$ cat src/rtl/uart_if.sv
// Host-side byte interface of the uart: transmit request/accept and receive holding register.
// master = host driving requests, slave = uart block.
interface uart_if;
  logic       wr_en;
  logic [7:0] din;
  logic       wr_rdy;
  logic       rd_en;
  logic [7:0] dout;
  logic       rd_rdy;

  modport master (
    output wr_en, din, rd_en,
    input  wr_rdy, dout, rd_rdy
  );

  modport slave (
    input  wr_en, din, rd_en,
    output wr_rdy, dout, rd_rdy
  );
endinterface

$ cat src/rtl/uart.sv
// Full-duplex 8N1 UART: one transmitter, one receiver and a single-byte receive holding register.
// Define UART_PARITY_EN to insert and check an even parity bit between data and stop (11-bit frame).
module uart #(
  parameter int unsigned CLKS_PER_BIT = 16
) (
  input  logic  clk,
  input  logic  rst_n,
  uart_if.slave bus,
  input  logic  rx,
  output logic  tx
);
  localparam int unsigned CntW = $clog2(CLKS_PER_BIT);
  localparam logic [CntW-1:0] BitLast  = CntW'(CLKS_PER_BIT - 1);
  localparam logic [CntW-1:0] HalfLast = CntW'(CLKS_PER_BIT / 2 - 1);
  localparam logic [CntW-1:0] RdyLast  = CntW'(CLKS_PER_BIT - 2);

  typedef enum logic [2:0] {StIdle, StStart, StData, StParity, StStop} state_e;

  // ---------------- transmitter ----------------
  state_e          tx_state_q, tx_state_d;
  logic [CntW-1:0] tx_cnt_q, tx_cnt_d;
  logic [2:0]      tx_idx_q, tx_idx_d;
  logic [7:0]      tx_shift_q, tx_shift_d;
  logic            tx_q = 1'b1;
  logic            tx_d;
  logic            wr_rdy_q = 1'b1;
  logic            wr_rdy_d;
`ifdef UART_PARITY_EN
  logic            tx_par_q, tx_par_d;
`endif

  always_comb begin
    tx_state_d = tx_state_q;
    tx_cnt_d   = tx_cnt_q + CntW'(1);
    tx_idx_d   = tx_idx_q;
    tx_shift_d = tx_shift_q;
    tx_d       = tx_q;
    wr_rdy_d   = wr_rdy_q;
`ifdef UART_PARITY_EN
    tx_par_d   = tx_par_q;
`endif
    unique case (tx_state_q)
      StIdle: begin
        tx_cnt_d = '0;
        if (bus.wr_en && wr_rdy_q) begin
          tx_state_d = StStart;
          tx_shift_d = bus.din;
          tx_d       = 1'b0;
          wr_rdy_d   = 1'b0;
`ifdef UART_PARITY_EN
          tx_par_d   = ^bus.din;
`endif
        end
      end
      StStart: begin
        if (tx_cnt_q == BitLast) begin
          tx_state_d = StData;
          tx_cnt_d   = '0;
          tx_idx_d   = '0;
          tx_d       = tx_shift_q[0];
          tx_shift_d = tx_shift_q >> 1;
        end
      end
      StData: begin
        if (tx_cnt_q == BitLast) begin
          tx_cnt_d = '0;
          if (tx_idx_q == 3'd7) begin
`ifdef UART_PARITY_EN
            tx_state_d = StParity;
            tx_d       = tx_par_q;
`else
            tx_state_d = StStop;
            tx_d       = 1'b1;
`endif
          end else begin
            tx_idx_d   = tx_idx_q + 3'd1;
            tx_d       = tx_shift_q[0];
            tx_shift_d = tx_shift_q >> 1;
          end
        end
      end
`ifdef UART_PARITY_EN
      StParity: begin
        if (tx_cnt_q == BitLast) begin
          tx_state_d = StStop;
          tx_cnt_d   = '0;
          tx_d       = 1'b1;
        end
      end
`endif
      StStop: begin
        // Ready one cycle early so a held wr_en starts the next frame with no gap.
        if (tx_cnt_q == RdyLast) begin
          tx_state_d = StIdle;
          wr_rdy_d   = 1'b1;
        end
      end
      default: tx_state_d = StIdle;
    endcase
  end

  always_ff @(posedge clk or negedge rst_n) begin
    if (!rst_n) begin
      tx_state_q <= StIdle;
      tx_cnt_q   <= '0;
      tx_idx_q   <= '0;
      tx_shift_q <= '0;
      tx_q       <= 1'b1;
      wr_rdy_q   <= 1'b1;
`ifdef UART_PARITY_EN
      tx_par_q   <= 1'b0;
`endif
    end else begin
      tx_state_q <= tx_state_d;
      tx_cnt_q   <= tx_cnt_d;
      tx_idx_q   <= tx_idx_d;
      tx_shift_q <= tx_shift_d;
      tx_q       <= tx_d;
      wr_rdy_q   <= wr_rdy_d;
`ifdef UART_PARITY_EN
      tx_par_q   <= tx_par_d;
`endif
    end
  end

  // ---------------- receiver ----------------
  logic            rx_s1_q, rx_s2_q, rx_prev_q;
  state_e          rx_state_q, rx_state_d;
  logic [CntW-1:0] rx_cnt_q, rx_cnt_d;
  logic [2:0]      rx_idx_q, rx_idx_d;
  logic [7:0]      rx_shift_q, rx_shift_d;
  logic [7:0]      dout_q = 8'h00;
  logic [7:0]      dout_d;
  logic            rd_rdy_q = 1'b0;
  logic            rd_rdy_d;
`ifdef UART_PARITY_EN
  logic            rx_perr_q, rx_perr_d;
`endif

  always_comb begin
    rx_state_d = rx_state_q;
    rx_cnt_d   = rx_cnt_q + CntW'(1);
    rx_idx_d   = rx_idx_q;
    rx_shift_d = rx_shift_q;
    dout_d     = dout_q;
    rd_rdy_d   = rd_rdy_q;
`ifdef UART_PARITY_EN
    rx_perr_d  = rx_perr_q;
`endif
    if (!bus.rd_en) begin
      rx_state_d = StIdle;
      rx_cnt_d   = '0;
      rd_rdy_d   = 1'b0;
    end else begin
      unique case (rx_state_q)
        StIdle: begin
          rx_cnt_d = '0;
          if (rx_prev_q && !rx_s2_q) begin
            rx_state_d = StStart;
            rd_rdy_d   = 1'b0;
          end
        end
        StStart: begin
          if (rx_cnt_q == HalfLast) begin
            rx_cnt_d   = '0;
            rx_idx_d   = '0;
            rx_state_d = rx_s2_q ? StIdle : StData;
          end
        end
        StData: begin
          if (rx_cnt_q == BitLast) begin
            rx_cnt_d   = '0;
            rx_shift_d = {rx_s2_q, rx_shift_q[7:1]};
            rx_idx_d   = rx_idx_q + 3'd1;
            if (rx_idx_q == 3'd7) begin
`ifdef UART_PARITY_EN
              rx_state_d = StParity;
`else
              rx_state_d = StStop;
`endif
            end
          end
        end
`ifdef UART_PARITY_EN
        StParity: begin
          if (rx_cnt_q == BitLast) begin
            rx_cnt_d   = '0;
            rx_perr_d  = rx_s2_q ^ (^rx_shift_q);
            rx_state_d = StStop;
          end
        end
`endif
        StStop: begin
          if (rx_cnt_q == BitLast) begin
            rx_state_d = StIdle;
`ifdef UART_PARITY_EN
            if (rx_s2_q && !rx_perr_q) begin
`else
            if (rx_s2_q) begin
`endif
              dout_d   = rx_shift_q;
              rd_rdy_d = 1'b1;
            end
          end
        end
        default: rx_state_d = StIdle;
      endcase
    end
  end

  always_ff @(posedge clk or negedge rst_n) begin
    if (!rst_n) begin
      rx_s1_q    <= 1'b1;
      rx_s2_q    <= 1'b1;
      rx_prev_q  <= 1'b1;
      rx_state_q <= StIdle;
      rx_cnt_q   <= '0;
      rx_idx_q   <= '0;
      rx_shift_q <= '0;
      dout_q     <= 8'h00;
      rd_rdy_q   <= 1'b0;
`ifdef UART_PARITY_EN
      rx_perr_q  <= 1'b0;
`endif
    end else begin
      rx_s1_q    <= rx;
      rx_s2_q    <= rx_s1_q;
      rx_prev_q  <= rx_s2_q;
      rx_state_q <= rx_state_d;
      rx_cnt_q   <= rx_cnt_d;
      rx_idx_q   <= rx_idx_d;
      rx_shift_q <= rx_shift_d;
      dout_q     <= dout_d;
      rd_rdy_q   <= rd_rdy_d;
`ifdef UART_PARITY_EN
      rx_perr_q  <= rx_perr_d;
`endif
    end
  end

  assign tx         = tx_q;
  assign bus.wr_rdy = wr_rdy_q;
  assign bus.dout   = dout_q;
  assign bus.rd_rdy = rd_rdy_q;
endmodule

$ cat src/flat_wrapper.sv
// flat-port wrapper written by rule: the top's interface ports become plain ports
module uart_flat 
#(
  parameter int unsigned CLKS_PER_BIT = 16
)
  (clk, rst_n, rx, tx, bus_wr_en, bus_din, bus_rd_en, bus_wr_rdy, bus_dout, bus_rd_rdy);
  uart_if bus_i ();
  input  logic clk;
  input  logic rst_n;
  input  logic rx;
  output logic tx;
  input wire logic [$bits(bus_i.wr_en)-1:0] bus_wr_en;
  input wire logic [$bits(bus_i.din)-1:0] bus_din;
  input wire logic [$bits(bus_i.rd_en)-1:0] bus_rd_en;
  output wire logic [$bits(bus_i.wr_rdy)-1:0] bus_wr_rdy;
  output wire logic [$bits(bus_i.dout)-1:0] bus_dout;
  output wire logic [$bits(bus_i.rd_rdy)-1:0] bus_rd_rdy;
  assign bus_i.wr_en = bus_wr_en;
  assign bus_i.din = bus_din;
  assign bus_i.rd_en = bus_rd_en;
  assign bus_wr_rdy = bus_i.wr_rdy;
  assign bus_dout = bus_i.dout;
  assign bus_rd_rdy = bus_i.rd_rdy;
  uart #(.CLKS_PER_BIT(CLKS_PER_BIT)) u_core (.clk(clk), .rst_n(rst_n), .bus(bus_i), .rx(rx), .tx(tx));
endmodule
$ cat config.mk
export PLATFORM = sky130hd
export DESIGN_NAME = uart_flat
export DESIGN_NICKNAME = d
export VERILOG_FILES = /design/src/rtl/uart_if.sv /design/src/rtl/uart.sv /design/src/flat_wrapper.sv
export SDC_FILE = /design/constraint.sdc
export NUM_CORES = 1
export LEC_CHECK = 0
export CAP_MARGIN = 5
export CORE_MARGIN = 4
export CORE_UTILIZATION = 51
export CTS_CLUSTER_SIZE = 20
export DETAILED_ROUTE_END_ITERATION = 7
export PLACE_DENSITY = 0.76
export SKIP_CTS_REPAIR_TIMING = 1
export SLEW_MARGIN = 10
export SYNTH_ARGS = -nofsm -noshare
export SYNTH_HDL_FRONTEND = slang
export SYNTH_SLANG_ARGS = --single-unit
$ cat constraint.sdc
create_clock -name clk -period 2.25 [get_ports clk]
set_clock_uncertainty 0.15 [all_clocks]
set_input_delay 0.5625 -clock clk [delete_from_list [all_inputs] [get_ports clk]]
set_output_delay 0.5625 -clock clk [all_outputs]
set_load 0.02 [all_outputs]
==> metrics.md <==
| Metric | Value |
|---|---|
| CTS buffer count | 5 |
| Hold_ws | 0.08627 ns |
| Syn Area/Cell | 12.38 um^2 |
| Drt initial violations | 60 |
| Ys flop type | dfrtp_1 |
| Pin count of the biggest net entering global routing | 51 |
| Vias per inst | 5.617 |
| Min-delay worst type | primary input to async pin |
| Boundary Pins | 24 |
| Finished Core Util | 0.6573 |
| Asr flop ratio synth | 1.000 |
| Die height | 76.10 um |
| Part of the Yosys area used for sequential elements | 0.5317 |
| Share of cells above drive strength 1 | 0.2174 |
| Core area | 4414 um^2 |
| Initial antenna violation count | 0 |
| DRT antenna net count | 0 |
| Startpoint types | register |
| Max-cap violation count | 0 |
| Mapped Cells | 191 |
| Clock transition at path regs | 0.08 ns |
| Pwr per Cell Area | 558.0 nW/um^2 |
| CTS Sinks | 50 |
| CP Data Arrival Time | 2.24 ns |
| Crit path cell chain | ha_2 -> ha_4 -> or3b_4 -> a211oi_4 -> buf_4 -> nor2_4 -> mux2_1 |
| Worst-margin pin slew | 0.5736 ns |
| Cell taking the most area after synthesis | dfrtp_1 |
| Layout Cell Area excl Fill | 2902 um^2 |
| Area grow syn2layout | 22.70% |
| Routability congestion estimate | 0.7404 |
| Num rows | 24 |
| Gr ovfl total | 0 |
| Worst path required time | 2.28 ns |
| Period utilization | 0.9809 |
| CTS root buf | clkbuf_8 |
| Mapped Area | 2365 um^2 |
| DRC violations left | 0 |
| Warnings from Yosys | 0 |
| Post-synthesis sequential element count | 50 |
| Vias in the first global route | 1585 |
| Final Net Count | 249 |
| Post-DP HPWL | 2810 um |
| Syn nets | 211 |
| Total Routed Length | 4230 um |
| GRT Total Usage | 0.1475 |
| First-pass GRT wire length | 7148 um |
| Setup violators final | 0 |
| Port bufs | 23 |
| Crit. Startpoint | u_core.tx_idx_q[0]$_DFFE_PN0P_ |
| Worst rel slew slack | 0.6144 |
| CP Class | register to register |
| WL/cell | 15.00 um |
| Worst-Skew Late Latency | 0.29 ns |
| Top cell type's share of synthesized area | 0.4762 |
| Bufs and invs on worst path | 1 |
| Crit path max fanout | 5 |
| Placed Area | 2725 um^2 |
| Pre-Repair DR Iteration Count | 4 |
| CTS Buffer Depth | 2 |
| Final Hold Fails | 0 |
| Synth unique cells | 44 |
| Starting density of the core | 0.5357 |
| Peak supply drop | 0.5318 mV |
| FF-to-FF Start | u_core.tx_idx_q[0]$_DFFE_PN0P_ |
| H-tree depth | 2 |
| Final-report max-slew violation count | 0 |
| Count leader, synth | dfrtp_1 |
| CTS tree | done |
| Die area | 5790 um^2 |
| Antenna diodes | 0 |
| Crit-path leading delay family | simple AND/OR/NAND/NOR gates |
| P_leak | 1.355 nW |
| CP max stage delay | 0.40 ns |
| Routed via count | 1584 |
| Upper clock frequency limit | 0.4531 GHz |
| Die width | 76.10 um |
| CP endpoint kind | register |
| Worst reg-to-reg setup slack | 0.04 ns |
| Outcome | completed |
| Number of synthesized flops with an enable pin | 0 |
| Synth cell count leaders | dfrtp_1, mux2_1, nor2_1 |
| Crit-path slowest cell | dfrtp_1 |
| Synth area leaders | dfrtp_1, mux2_1, mux2_4 |
| Post-route minimum period | 2.207 ns |
-- worst register-to-register path, delay by kind of cell (launching register included) --
| kind | cells | cell delay [ns] |
|---|---|---|
| buf+inv | 1 | 0.19 |
| compound gates | 1 | 0.20 |
| mux | 1 | 0.34 |
| simple gates | 2 | 0.46 |
| flops | 1 | 0.40 |
| fa+ha+maj | 2 | 0.35 |
-- path summary, 6_finish.rpt --
kind | cells past startpoint | endpoint
min | 2 | u_core.tx_shift_q[6]$_DFFE_PN0P_
min in group clk | 0 | u_core.rx_s2_q$_DFF_PN1_
max reg2reg | 7 | u_core.tx_shift_q[5]$_DFFE_PN0P_
max in group asynchronous | 2 | u_core.rx_s2_q$_DFF_PN1_
max | 7 | u_core.tx_shift_q[5]$_DFFE_PN0P_
min reg2reg | 0 | u_core.rx_s2_q$_DFF_PN1_
-- metrics by stage --
step	total power, mW	worst slack, ns	cells	TNS, ns
2_1_floorplan	0.9472	0.04414	191	0
3_5_place_dp	0.9987	-0.06197	271	-0.7080
5_1_grt	1.680	-0.02315	282	-0.09659
3_3_place_gp	0.9965	-0.02703	271	-0.2199
6_report	1.619	0.04297	282	0
4_1_cts	1.643	0.02517	279	0
-- area by class of cell --
cell class / count / area [um^2]
tap: 52 / 65.06
clock buffer: 7 / 86.33
fill: 347 / 1513
inverter: 5 / 18.77
multi-input combinational: 129 / 1090
sequential: 50 / 1257
clock inverter: 1 / 30.03
timing repair buffer: 38 / 354.1
-- state kept, by name (all words and copies together), names as in the netlist, 4 cells and up --
| register | flops |
|---|---|
| u_core.bus.dout | 8 |
| u_core.rx_cnt_q | 4 |
| u_core.rx_shift_q | 8 |
| u_core.tx_cnt_q | 4 |
| u_core.tx_shift_q | 8 |
-- layout by cell type, fill, tap and decap left out, types with 2 or more instances in the layout --
master	count
inv_1	5
a21oi_1	3
nand2_1	10
nor3_1	10
nor2_4	2
dfrtp_1	45
nor4bb_1	2
nor2b_1	2
mux2_2	2
ha_1	5
nor3b_1	3
xor2_1	2
dfstp_2	5
mux2_1	22
nand3_1	7
mux2_4	10
clkbuf_8	6
nand2b_1	2
buf_4	13
a31oi_1	3
o21ai_0	7
a32o_1	2
nor2_1	13
clkdlybuf4s50_1	22
-- kinds of logic (layout without fill, tap and decap cells) --
kind of cell	after synthesis	count (layout)	share of synthesized area
simple gates	60	61	0.1439
flops	50	50	0.5317
mux	34	34	0.1762
compound gates	23	23	0.07090
buf+inv	13	51	0.02487
fa+ha+maj	8	8	0.04127
xor+xnor	3	3	0.01111
-- where the power goes --
group / internal [mW] / switching, mW / total (mW)
logic: 0.0358 / 0.0345 / 0.0703
clock network: 0.362 / 0.277 / 0.639
registers: 0.906 / 0.00364 / 0.909
-- per-layer routing --
metal	vias up	global-route usage	part of all wire
met1	787	0.1880	0.44
met2	29	0.2491	0.52
met4	0	0.03147	0.0043
met5	-	0	0
li1	764	-	-
met3	4	0.04255	0.035
Power figures use the tool's default switching activity.
